File: config.mk
export PLATFORM = sky130hd
export DESIGN_NAME = eth_fcs_tx_ctrl
export DESIGN_NICKNAME = d
export VERILOG_FILES = /design/src/rtl/eth_tx_pkg.sv /design/src/rtl/crc32_nibble_lfsr.sv /design/src/rtl/eth_fcs_tx_ctrl.sv
export SDC_FILE = /design/constraint.sdc
export NUM_CORES = 1
export LEC_CHECK = 0
export ABC_AREA = 1
export BUFFER_PORTS_ARGS = -buffer_cell sky130_fd_sc_hd__buf_4
export CORE_ASPECT_RATIO = 0.6
export CORE_MARGIN = 10
export CORE_UTILIZATION = 40
export CTS_CLUSTER_DIAMETER = 50
export DETAILED_ROUTE_END_ITERATION = 10
export MAX_ROUTING_LAYER = met4
export SETUP_SLACK_MARGIN = 0.15
export SYNTH_ARGS = -nofsm -noshare
export SYNTH_HDL_FRONTEND = slang
export SYNTH_SLANG_ARGS = --single-unit
File: constraint.sdc
create_clock -name clk -period 1.7 [get_ports clk]
set_input_delay 0 -clock clk [delete_from_list [all_inputs] [get_ports clk]]
set_output_delay 0 -clock clk [all_outputs]
set_load 0.005 [all_outputs]
File: src/rtl/eth_tx_pkg.sv
// -----------------------------------------------------------------------------
// eth_tx_pkg
// Shared types and constants for the Ethernet TX FCS sequencer.
//   state_e     : sequencer states (PAD is only reachable when ETH_FCS_PAD_EN
//                 is defined)
//   CRC32_INIT  : CRC register value at frame start
//   CRC32_POLY  : CRC-32 generator polynomial, MSB-first form
//   FCS_NIBBLES : length of the appended FCS in nibbles
//   bitrev4     : nibble bit reversal (wire order <-> MSB-first order)
// -----------------------------------------------------------------------------
package eth_tx_pkg;

  typedef enum logic [2:0] {
    IDLE = 3'd0,
    DATA = 3'd1,
    PAD  = 3'd2,
    FCS  = 3'd3,
    IFG  = 3'd4
  } state_e;

  localparam logic [31:0] CRC32_INIT  = 32'hFFFF_FFFF;
  localparam logic [31:0] CRC32_POLY  = 32'h04C1_1DB7;
  localparam int          FCS_NIBBLES = 8;

  function automatic logic [3:0] bitrev4(input logic [3:0] n);
    return {n[0], n[1], n[2], n[3]};
  endfunction

endpackage

File: src/rtl/crc32_nibble_lfsr.sv
// -----------------------------------------------------------------------------
// crc32_nibble_lfsr
// MSB-first CRC-32 register (poly 0x04C11DB7) advancing four bits per enabled
// cycle. data_i[3] is shifted in first, so callers feeding wire-order nibbles
// must bit-reverse them.
// Ports:
//   clk, rst  : clock, asynchronous active-high reset (register -> all ones)
//   init_i    : synchronous re-initialisation to all ones (wins over en_i)
//   en_i      : advance the register by one nibble
//   data_i    : nibble to absorb, MSB-first
//   crc_o     : current register contents
// -----------------------------------------------------------------------------
module crc32_nibble_lfsr
  import eth_tx_pkg::*;
(
  input  logic        clk,
  input  logic        rst,
  input  logic        init_i,
  input  logic        en_i,
  input  logic [3:0]  data_i,
  output logic [31:0] crc_o
);

  logic [31:0] crc_q;
  logic [31:0] crc_d;

  always_comb begin
    crc_d = crc_q;
    for (int b = 3; b >= 0; b--) begin
      if (crc_d[31] ^ data_i[b]) begin
        crc_d = {crc_d[30:0], 1'b0} ^ CRC32_POLY;
      end else begin
        crc_d = {crc_d[30:0], 1'b0};
      end
    end
  end

  always_ff @(posedge clk or posedge rst) begin
    if (rst) begin
      crc_q <= CRC32_INIT;
    end else if (init_i) begin
      crc_q <= CRC32_INIT;
    end else if (en_i) begin
      crc_q <= crc_d;
    end
  end

  assign crc_o = crc_q;

endmodule

File: src/rtl/eth_fcs_tx_ctrl.sv
// -----------------------------------------------------------------------------
// eth_fcs_tx_ctrl
// Ethernet TX sequencer: forwards a nibble-stream frame (DA onward), runs it
// through the CRC-32 engine, appends the 8-nibble FCS and holds off the next
// frame for IFG_NIBBLES idle slots.
// Build option: define ETH_FCS_PAD_EN to zero-pad short frames to MIN_NIBBLES
// payload nibbles before the FCS.
// Ports:
//   clk, rst      : clock, asynchronous active-high reset
//   s_data_i      : frame nibble, wire bit order (bit0 first on the wire)
//   s_valid_i     : upstream nibble valid
//   s_last_i      : final payload nibble of the frame
//   s_ready_o     : nibble accepted this cycle when s_valid_i is high
//   m_data_o      : nibble to the serializer
//   m_valid_o     : m_data_o valid, held with data until m_ready_i
//   m_last_o      : final FCS nibble
//   m_ready_i     : serializer consumes m_data_o this cycle
//   busy_o        : first accepted nibble until end of the inter-frame gap
//   frame_done_o  : one-cycle pulse after the last FCS nibble handshakes
//
// state | meaning
// IDLE  | waiting for the first nibble of a frame
// DATA  | forwarding payload nibbles into the CRC
// PAD   | emitting zero pad nibbles (ETH_FCS_PAD_EN only)
// FCS   | emitting the 8 complemented, bit-reversed CRC nibbles
// IFG   | enforcing the idle gap, no input or output traffic
// -----------------------------------------------------------------------------
module eth_fcs_tx_ctrl
  import eth_tx_pkg::*;
#(
  parameter int IFG_NIBBLES = 24
`ifdef ETH_FCS_PAD_EN
  ,
  parameter int MIN_NIBBLES = 120
`endif
) (
  input  logic       clk,
  input  logic       rst,
  input  logic [3:0] s_data_i,
  input  logic       s_valid_i,
  input  logic       s_last_i,
  output logic       s_ready_o,
  output logic [3:0] m_data_o,
  output logic       m_valid_o,
  output logic       m_last_o,
  input  logic       m_ready_i,
  output logic       busy_o,
  output logic       frame_done_o
);

  localparam logic [15:0] IFG_LOAD = (IFG_NIBBLES > 0) ? 16'(IFG_NIBBLES - 1) : 16'd0;
  localparam logic [3:0]  FCS_END  = 4'(FCS_NIBBLES);
  localparam logic [3:0]  FCS_LAST = 4'(FCS_NIBBLES - 1);

  state_e      state_q;
  logic [3:0]  m_data_q;
  logic        m_valid_q;
  logic        m_last_q;
  logic        busy_q;
  logic        frame_done_q;
  logic        run_q;      // keeps s_ready low while and just after reset
  logic [3:0]  fcs_idx_q;
  logic [15:0] ifg_q;

  logic        slot_free;
  logic        s_fire;
  logic        m_fire;
  logic        last_fcs;
  logic        pad_fire;
  logic        crc_init;
  logic        crc_en;
  logic [3:0]  crc_data;
  logic [31:0] crc;
  logic [31:0] fcs_word;
  logic [3:0]  fcs_nib;

  assign slot_free = !m_valid_q || m_ready_i;
  assign s_ready_o = run_q && (state_q == IDLE || state_q == DATA) && slot_free;
  assign s_fire    = s_valid_i && s_ready_o;
  assign m_fire    = m_valid_q && m_ready_i;
  assign last_fcs  = (state_q == FCS) && m_fire && m_last_q;

`ifdef ETH_FCS_PAD_EN
  // Payload count, saturating; only the pad comparator consumes it.
  logic [10:0] cnt_q;
  logic [10:0] cnt_d;
  assign cnt_d    = (state_q == IDLE) ? 11'd1 :
                    (cnt_q == 11'h7FF) ? cnt_q : cnt_q + 11'd1;
  assign pad_fire = (state_q == PAD) && slot_free;
`else
  assign pad_fire = 1'b0;
`endif

  // CRC re-initialises on every entry to IDLE.
  assign crc_init = ((state_q == IFG) && (ifg_q == 16'd0)) ||
                    (last_fcs && (IFG_NIBBLES == 0));
  assign crc_en   = s_fire || pad_fire;
  assign crc_data = pad_fire ? 4'h0 : bitrev4(s_data_i);

  crc32_nibble_lfsr u_crc (
    .clk    (clk),
    .rst    (rst),
    .init_i (crc_init),
    .en_i   (crc_en),
    .data_i (crc_data),
    .crc_o  (crc)
  );

  // The CRC register is frozen throughout FCS, so its complement is the
  // snapshot taken on entry.
  assign fcs_word = ~crc;

  always_comb begin
    fcs_nib = 4'h0;
    for (int i = 0; i < FCS_NIBBLES; i++) begin
      if (fcs_idx_q == 4'(i)) begin
        fcs_nib = bitrev4(fcs_word[31-4*i -: 4]);
      end
    end
  end

  always_ff @(posedge clk or posedge rst) begin
    if (rst) begin
      state_q      <= IDLE;
      m_data_q     <= 4'h0;
      m_valid_q    <= 1'b0;
      m_last_q     <= 1'b0;
      busy_q       <= 1'b0;
      frame_done_q <= 1'b0;
      run_q        <= 1'b0;
      fcs_idx_q    <= 4'd0;
      ifg_q        <= 16'd0;
`ifdef ETH_FCS_PAD_EN
      cnt_q        <= 11'd0;
`endif
    end else begin
      run_q        <= 1'b1;
      frame_done_q <= 1'b0;
      case (state_q)
        IDLE, DATA: begin
          if (s_fire) begin
            m_data_q  <= s_data_i;
            m_valid_q <= 1'b1;
            m_last_q  <= 1'b0;
            busy_q    <= 1'b1;
            fcs_idx_q <= 4'd0;
`ifdef ETH_FCS_PAD_EN
            cnt_q     <= cnt_d;
            if (s_last_i) begin
              state_q <= (cnt_d < 11'(MIN_NIBBLES)) ? PAD : FCS;
            end else begin
              state_q <= DATA;
            end
`else
            state_q   <= s_last_i ? FCS : DATA;
`endif
          end else if (m_fire) begin
            m_valid_q <= 1'b0;
          end
        end
`ifdef ETH_FCS_PAD_EN
        PAD: begin
          if (pad_fire) begin
            m_data_q  <= 4'h0;
            m_valid_q <= 1'b1;
            m_last_q  <= 1'b0;
            cnt_q     <= cnt_d;
            if (cnt_d >= 11'(MIN_NIBBLES)) begin
              state_q <= FCS;
            end
          end
        end
`endif
        FCS: begin
          if (last_fcs) begin
            m_valid_q    <= 1'b0;
            m_last_q     <= 1'b0;
            frame_done_q <= 1'b1;
            fcs_idx_q    <= 4'd0;
            if (IFG_NIBBLES == 0) begin
              state_q <= IDLE;
              busy_q  <= 1'b0;
            end else begin
              state_q <= IFG;
              ifg_q   <= IFG_LOAD;
            end
          end else if (slot_free && fcs_idx_q != FCS_END) begin
            m_data_q  <= fcs_nib;
            m_valid_q <= 1'b1;
            m_last_q  <= (fcs_idx_q == FCS_LAST);
            fcs_idx_q <= fcs_idx_q + 4'd1;
          end
        end
        IFG: begin
          if (ifg_q == 16'd0) begin
            state_q <= IDLE;
            busy_q  <= 1'b0;
          end else begin
            ifg_q <= ifg_q - 16'd1;
          end
        end
        default: begin
          state_q <= IDLE;
        end
      endcase
    end
  end

  assign m_data_o     = m_data_q;
  assign m_valid_o    = m_valid_q;
  assign m_last_o     = m_last_q;
  assign busy_o       = busy_q;
  assign frame_done_o = frame_done_q;

endmodule

==> impl_metrics.ini, run 1 <==
[setup_path]
cp.arrival_ns = 1.96
cp.required_ns = 1.96
crit_type = reg2reg
worst_path_largest_cell_delay_ns = 0.39
cpMostUsedCell = nor2_2
critPathCaptureType = flip-flop
cp_max_fo = 8
critPathSlowestCell = dfrtp_1
path_cells = nor2_2, and2_1, nand4_1, or2_4, nand2_8, buf_8, nor2_2, a31oi_1
start_kind = flip-flop

[floorplan]
dieWidth_um = 148
num_rows = 27
core-area_um2 = 9390
ios = 18
die-area_um2 = 14400
die_h_um = 97
start_util_pct = 42.1

[yosys]
synthesis.area_um2 = 3950
yosysMostFrequentCell = nand2_1
synthCells = 492
synthDistinctLibCells = 41
synth_edf_count = 0
yosysSeqAreaShare_pct = 41.5
synth_top_area_share_pct = 21.3
synth.avg_cell_area_um2 = 8.03
yosysTopAreaCell = dfstp_2
async_flop_share_pct = 100
ys_top_cells_by_count = nand2_1, inv_1, nor2_1
synth_area_leaders = dfstp_2, dfrtp_1, nand2_1
synth_fp_nets = 507
yosys_warnings = 0
synth_top_flop_cell = dfstp_2
ys_ff_latch = 64

[global_routing]
grt-ovfl-total = 0
grt_pass1_wl_um = 18900
grt_pass1_vias = 3433
track_usage_pct = 16.9
grt_max_degree = 65
antenna_found_initial = 0

[hold_path]
hold_path.class = in2reg

[sta]
finalWorstPathRequiredPeriod_ns = 1.70
drv_slew = 0
setup_viol = 0
hold_violations = 1
finClkSkew_ns = 0.00519
fin_crit_sh_pct = 99.9
rsz0062_at_grt = true
fmax_mhz = 589
hold_slack_ns = -0.00778

[placed_design]
gp_congestion = 0.928
dp_hpwl_um = 8060
dp_cells = 685
port_buffers = 17
dpl_cell_area_um2 = 4680

[flow_run]
drv_cap = 0

[layout]
drive_gt1_share_pct = 49.9
nNetsFinal = 619
fill_cells = 758
final_area_um2 = 6130
antenna_cells = 0
seq_area_um2 = 1650
syn_to_final_growth_pct = 55.2
multi_input_area_um2 = 2640
fin_cells = 739

[detailed_routing]
ant_nets = 0
viasPerCell = 5.17
dr.pass1.iters = 5
first_iter_violations = 413
post_drt_wl_per_cell_um = 17.3
routed_wl_um = 12800
vias = 3824
drc_errors = 0

[pwr]
powerDensity_nw_per_um2 = 1660
max-vdd-ir-drop_uv = 839
leakagePower_nw = 2.79

[status]
outcome = finished with violations
violations = negative hold slack

[clocking]
clock_latency_ns = 0.34
cts_tree = done
clockBufferDepth = 2
cts-buffers-inserted = 9
cts_root_buf = clkbuf_16
cts.clk_slew.worst_paths_ns = 0.06
cts.sinks = 64
h-tree-depth = 3
-- worst max-delay path, delay by kind of cell (launching register included) --
kind / cells / cell delay [ns]
flip-flops: 1 / 0.39
AND/OR/NAND/NOR: 6 / 0.94
AO/OA/AOI/OAI: 1 / 0.14
buffers and inverters: 1 / 0.14
-- through the flow --
step                TNS, ns  hold slack, ns  utilization, %  total power [mW]  setup WS (ns)
floorplan                 0           0.121               -              5.18          0.154
CTS                       0          0.0191            57.2              9.10         0.0739
finish                    0        -0.00778            65.3              10.2        0.00102
global route         -0.738         0.00718            65.3              10.8        -0.0792
global placement     -0.186           0.103            49.9              6.45        -0.0659
detailed placement   -0.220           0.105            49.9              6.50        -0.0691
-- registers in the layout, summed over array words and instances, names as in the netlist --
signal	flops
ifg_q	16
u_crc.crc_o	32
run_q	1
fcs_idx_q	4
state_q	3
busy_o	1
frame_done_o	1
m_last_o	1
m_data_o	4
m_valid_o	1
-- power breakdown --
| group | switching (mW) | internal, mW | leakage [nW] |
|---|---|---|---|
| logic | 2.86 | 2.56 | 1.93 |
| registers | 0.559 | 2.29 | 0.708 |
| clock network | 0.683 | 1.21 | 0.150 |
| total | 4.10 | 6.06 | 2.79 |
-- layout by cell type (no fill, tap or decap), drive strengths merged --
master,count
o22ai,16
buf,104
dlygate4sd3,4
dfstp,32
o211ai,1
a31o,1
inv,83
clkbuf,15
o31ai,3
a21oi,25
and2,1
bufinv,1
nor3,4
nand3b,4
nand2,95
ha,6
a31oi,2
or2,2
o21bai,1
and3,1
nand4,9
a22oi,10
nand3,31
clkinv,2
nor2,49
dfrtp,32
conb,1
bufbuf,1
xor2,39
o21ai,25
xnor2,7
nor3b,2
-- worst paths after layout --
kind	startpoint	to	slack, ns	depth (start not counted)
hold / removal	s_data_i[3]	m_data_o[3]$_DFFE_PP0P_	-0.008	3
setup / recovery	ifg_q[6]$_DFFE_PP0P_	u_crc.crc_o[21]$_DFFE_PP1P_	0.001	8
hold reg to reg	u_crc.crc_o[18]$_DFFE_PP1P_	u_crc.crc_o[18]$_DFFE_PP1P_	0.51	2
min in group asynchronous	rst	busy_o$_DFFE_PP0P_	0.30	4
setup reg to reg	ifg_q[6]$_DFFE_PP0P_	u_crc.crc_o[21]$_DFFE_PP1P_	0.001	8
max in group asynchronous	rst	u_crc.crc_o[0]$_DFFE_PP1P_	1.06	4
-- cell families (layout without fill, tap and decap cells) --
family          count (synthesis)  in the layout  share of synthesized area, %
compound gates                 84             84                          12.3
xor+xnor                       46             46                          12.3
fa+ha+maj                       6              6                          1.90
buf+inv                        94            210                          9.66
flops                          64             64                          41.5
other cells                     1              1                        0.0949
simple gates                  197            198                          22.3
-- cell type report --
cell class                 instances  area share (%)
clock buffer                      13            4.24
clock inverter                     3           0.653
inverter                          83            5.24
multi-input combinational        335            43.1
sequential                        64            26.8
tap                              130            2.65
timing repair buffer             111            17.3
-- layer usage --
metal  GRT usage [%]  up-vias  part of all wire (%)
met5               -        -                     0
met4            3.92        0                   1.0
met3            5.24       19                   9.3
met2            20.0      181                    42
met1            26.0     1818                    48
li1                -     1806                     -
-- timing repair --
action	in CTS	in global routing
setup endpoints to repair	53	60
pin swaps	16	38
cloned	2	3
resized for setup	64	142
hold buffers	4	0
endpoints found under the hold margin	36	0
setup buffers	13	16
Note: power is estimated with default switching activity, not from simulation.
==> run 2: changes to the inputs <==
CORE_UTILIZATION = 62   (was 40)
PLACE_DENSITY = 0.8   (was unset)
==> impl_metrics.ini, run 2 <==
[floorplan]
start_util_pct = 64.4
num_rows = 22
die_h_um = 81.8
dieWidth_um = 123
ios = 18

[global_routing]
grt_max_degree = 31

[yosys]
synth_area_leaders = dfstp_2, dfrtp_1, nand2_1
synthesis.area_um2 = 3950
ys_ff_latch = 64
synth_top_flop_cell = dfstp_2
yosysTopAreaCell = dfstp_2
yosys_warnings = 0
synth_edf_count = 0
ys_top_cells_by_count = nand2_1, inv_1, nor2_1
synth.avg_cell_area_um2 = 8.03
yosysMostFrequentCell = nand2_1
synthCells = 492
synthDistinctLibCells = 41
yosysSeqAreaShare_pct = 41.5
synth_fp_nets = 507
synth_top_area_share_pct = 21.3
async_flop_share_pct = 100

[sta]
worst_endpoint = m_data_o[1]$_DFFE_PP0P_/D
endpoint_type = register data pin

[status]
firstError = [ERROR DPL-0038] Utilization greater than 100%, impossible to legalize
outcome = stopped before the end
lastStage = 5_1_grt

[clocking]
h-tree-depth = 3
cts.sinks = 64
cts-buffers-inserted = 9
clockBufferDepth = 2
cts_root_buf = clkbuf_8

[placed_design]
gp_congestion = 0.972
dp_hpwl_um = 8200
port_buffers = 17
dp_worst_setup_slack_ns = -0.116
-- run 2: cell counts after synthesis --
No cell type changed its count.
-- run 2: logic make-up after synthesis --
kind of cell	Yosys count	share of synthesized area (%)
AOI/OAI and AO/OA	84	12.3
other	1	0.0949
and+or+nand+nor	197	22.3
xor gates and xnor gates	46	12.3
adders and majority gates	6	1.90
DFF	64	41.5
buffers and inverters	94	9.66
-- run 2: stage by stage --
| stage | utilization (%) | hold WS (ns) | setup TNS, ns | instances | cell area (um2) |
|---|---|---|---|---|---|
| detailed placement | 73.6 | 0.0594 | -0.331 | 628 | 4520 |
| floorplan | - | 0.121 | 0 | 492 | 3960 |
| CTS | 87.8 | 0.00371 | 0 | 679 | 5390 |
| global placement | 73.6 | 0.0473 | 0 | 628 | 4520 |
-- run 2: repair_timing --
action	4_1_cts
cloned	3
hold buffers	6
buffers inserted	26
endpoints found under the setup margin	57
gates resized for setup	82
endpoints found under the hold margin	17
pin swaps	21
==> run 3: changes to the inputs <==
CORE_ASPECT_RATIO = unset   (was 0.6)
CORE_UTILIZATION = 40   (was 62)
CTS_CLUSTER_DIAMETER = unset   (was 50)
MAX_ROUTING_LAYER = unset   (was met4)
PLACE_DENSITY = unset   (was 0.8)
PLACE_DENSITY_LB_ADDON = 0.15   (was unset)
SETUP_SLACK_MARGIN = unset   (was 0.15)
==> impl_metrics.ini, run 3 (synthesis gave the netlist of run 1 again) <==
[detailed_routing]
post_drt_wl_per_cell_um = 14.6
routed_wl_um = 10300
viasPerCell = 4.93
dr.pass1.iters = 4
first_iter_violations = 204
ant_nets = 0
drc_errors = 0
vias = 3470

[layout]
nNetsFinal = 581
post-route-util_pct = 52.7
antenna_cells = 0
fin_cells = 704
layout_common_cells = nand2_1, inv_1, buf_4
final_area_um2 = 5100
fill_cells = 896
largest_reg_flops = 32
layout_commonest_cell = nand2_1
syn_to_final_growth_pct = 29.1
drive_gt1_share_pct = 29.9

[setup_path]
r2r_slack_ns = 0.06
start_kind = flip-flop
path_cells = xnor2_4, buf_12, xor2_4, buf_12, xor2_2, nand2_1, nand3_1, nand2_1, inv_1
crit-reg2reg-capture = u_crc.crc_o[12]$_DFFE_PP1P_
reg2regPathDepth = 9
crit_type = reg2reg
critPathCaptureType = flip-flop
cp_max_fo = 7
r2r_start = u_crc.crc_o[29]$_DFFE_PP1P_
cp.arrival_ns = 1.93
worst_path_largest_cell_delay_ns = 0.58
cp.required_ns = 1.99
critPathSlowestCell = dfstp_2

[pwr]
comb_power_share_pct = 48.6
p_total_mw = 8.19
powerDensity_nw_per_um2 = 1600
clkPwrFrac_pct = 18.0
power.internal_mw = 4.95
leakagePower_nw = 2.42
swShare_pct = 39.5
switchingPower_mw = 3.23
max-vdd-ir-drop_uv = 550
sequentialPowerShare_pct = 33.4

[sta]
tightestPinTransition_ns = 0.594
final.setup.tns_ns = 0
finalWorstPathRequiredPeriod_ns = 1.64
setup_slack_ns = 0.0553
fin_crit_sh_pct = 96.7
relSlewSlack_pct = 60.4
hold_violations = 0
setup_viol = 0
hold_slack_ns = 0.0150
drv_slew = 0
fmax_mhz = 608
finClkSkew_ns = 0.0129
rsz0062_at_grt = true

[clocking]
cts.clk_slew.worst_paths_ns = 0.07
cts_tree = done
cts-buffers-inserted = 9
clock_latency_ns = 0.35
cts_root_buf = clkbuf_8
cts.sinks = 64
h-tree-depth = 3
clockBufferDepth = 2

[global_routing]
grt_max_degree = 65
grt_pass1_vias = 3383
grt-ovfl-total = 0
antenna_found_initial = 0
track_usage_pct = 14.1
grt_pass1_wl_um = 16600

[placed_design]
dpl_cell_area_um2 = 4540
port_buffers = 17
dp_cells = 674
dp_worst_setup_slack_ns = -0.0609
gp_congestion = 0.840
dp_hpwl_um = 7340

[hold_path]
holdPathEnd = m_data_o[1]$_DFFE_PP0P_
hold_path.class = in2reg
worstHoldStart = s_data_i[1]
min_path_cells = 3

[floorplan]
num_rows = 36
ios = 18
die-area_um2 = 14300
start_util_pct = 40.8
dieWidth_um = 119
core-area_um2 = 9680
die_h_um = 119

[flow_run]
drv_cap = 0

[status]
outcome = complete, no violations
run 3: layer usage:
metal  GRT usage (%)  share of wire [%]  wire length [um]  up-vias
met5               0                  0                 0        -
met4            4.45                1.0               108        0
met3            2.55                3.3               340       10
met2            23.4                 48              4980       47
met1            18.2                 47              4880     1679
li1                -                  -                 -     1734
run 3: worst max-delay path: cells and delay by family, from the launching register on:
kind	cells	cell delay [ns]
AND/OR/NAND/NOR	3	0.19
XOR/XNOR	3	0.48
flip-flops	1	0.58
buffers and inverters	3	0.33
run 3: worst max path at each step:
stage / from / to / slack, ns / depth (start not counted)
after floorplan: state_q[2]$_DFFE_PP0P_ / fcs_idx_q[3]$_DFFE_PP0P_ / 0.11 / 11
after global placement: fcs_idx_q[0]$_DFFE_PP0P_ / m_data_o[0]$_DFFE_PP0P_ / -0.009 / 12
after detailed placement: fcs_idx_q[0]$_DFFE_PP0P_ / m_data_o[0]$_DFFE_PP0P_ / -0.06 / 12
after CTS: state_q[2]$_DFFE_PP0P_ / fcs_idx_q[2]$_DFFE_PP0P_ / 0.001 / 10
after global routing: u_crc.crc_o[28]$_DFFE_PP1P_ / u_crc.crc_o[12]$_DFFE_PP1P_ / -0.04 / 10
final: u_crc.crc_o[29]$_DFFE_PP1P_ / u_crc.crc_o[12]$_DFFE_PP1P_ / 0.06 / 9
run 3: power groups by stage:
stage                     Combinational, mW  Sequential [mW]  Clock (mW)
final                                  3.98             2.74        1.47
after global routing                   4.41             2.81        1.57
after CTS                              3.56             2.72        1.49
after detailed placement               3.39             2.75           0
after global placement                 3.35             2.74           0
after floorplan                        2.55             2.63           0
run 3: cell type report:
| type | instances | area, um2 | share of cell area, % |
|---|---|---|---|
| Clock buffer | 14 | 184 | 3.60 |
| Clock inverter | 2 | 35.0 | 0.686 |
| Inverter | 83 | 314 | 6.15 |
| Multi-Input combinational cell | 335 | 2100 | 41.2 |
| Tap cell | 133 | 166 | 3.26 |
| Timing Repair Buffer | 73 | 659 | 12.9 |
| Sequential cell | 64 | 1640 | 32.2 |
run 3: repair_timing:
item | CTS | global route
gates cloned | 0 | 2
endpoints found under the hold margin | 34 | 0
hold buffers | 3 | 0
setup endpoints to repair | 5 | 48
gates resized for setup | 2 | 49
setup buffers | 2 | 7
pin swaps | 2 | 13
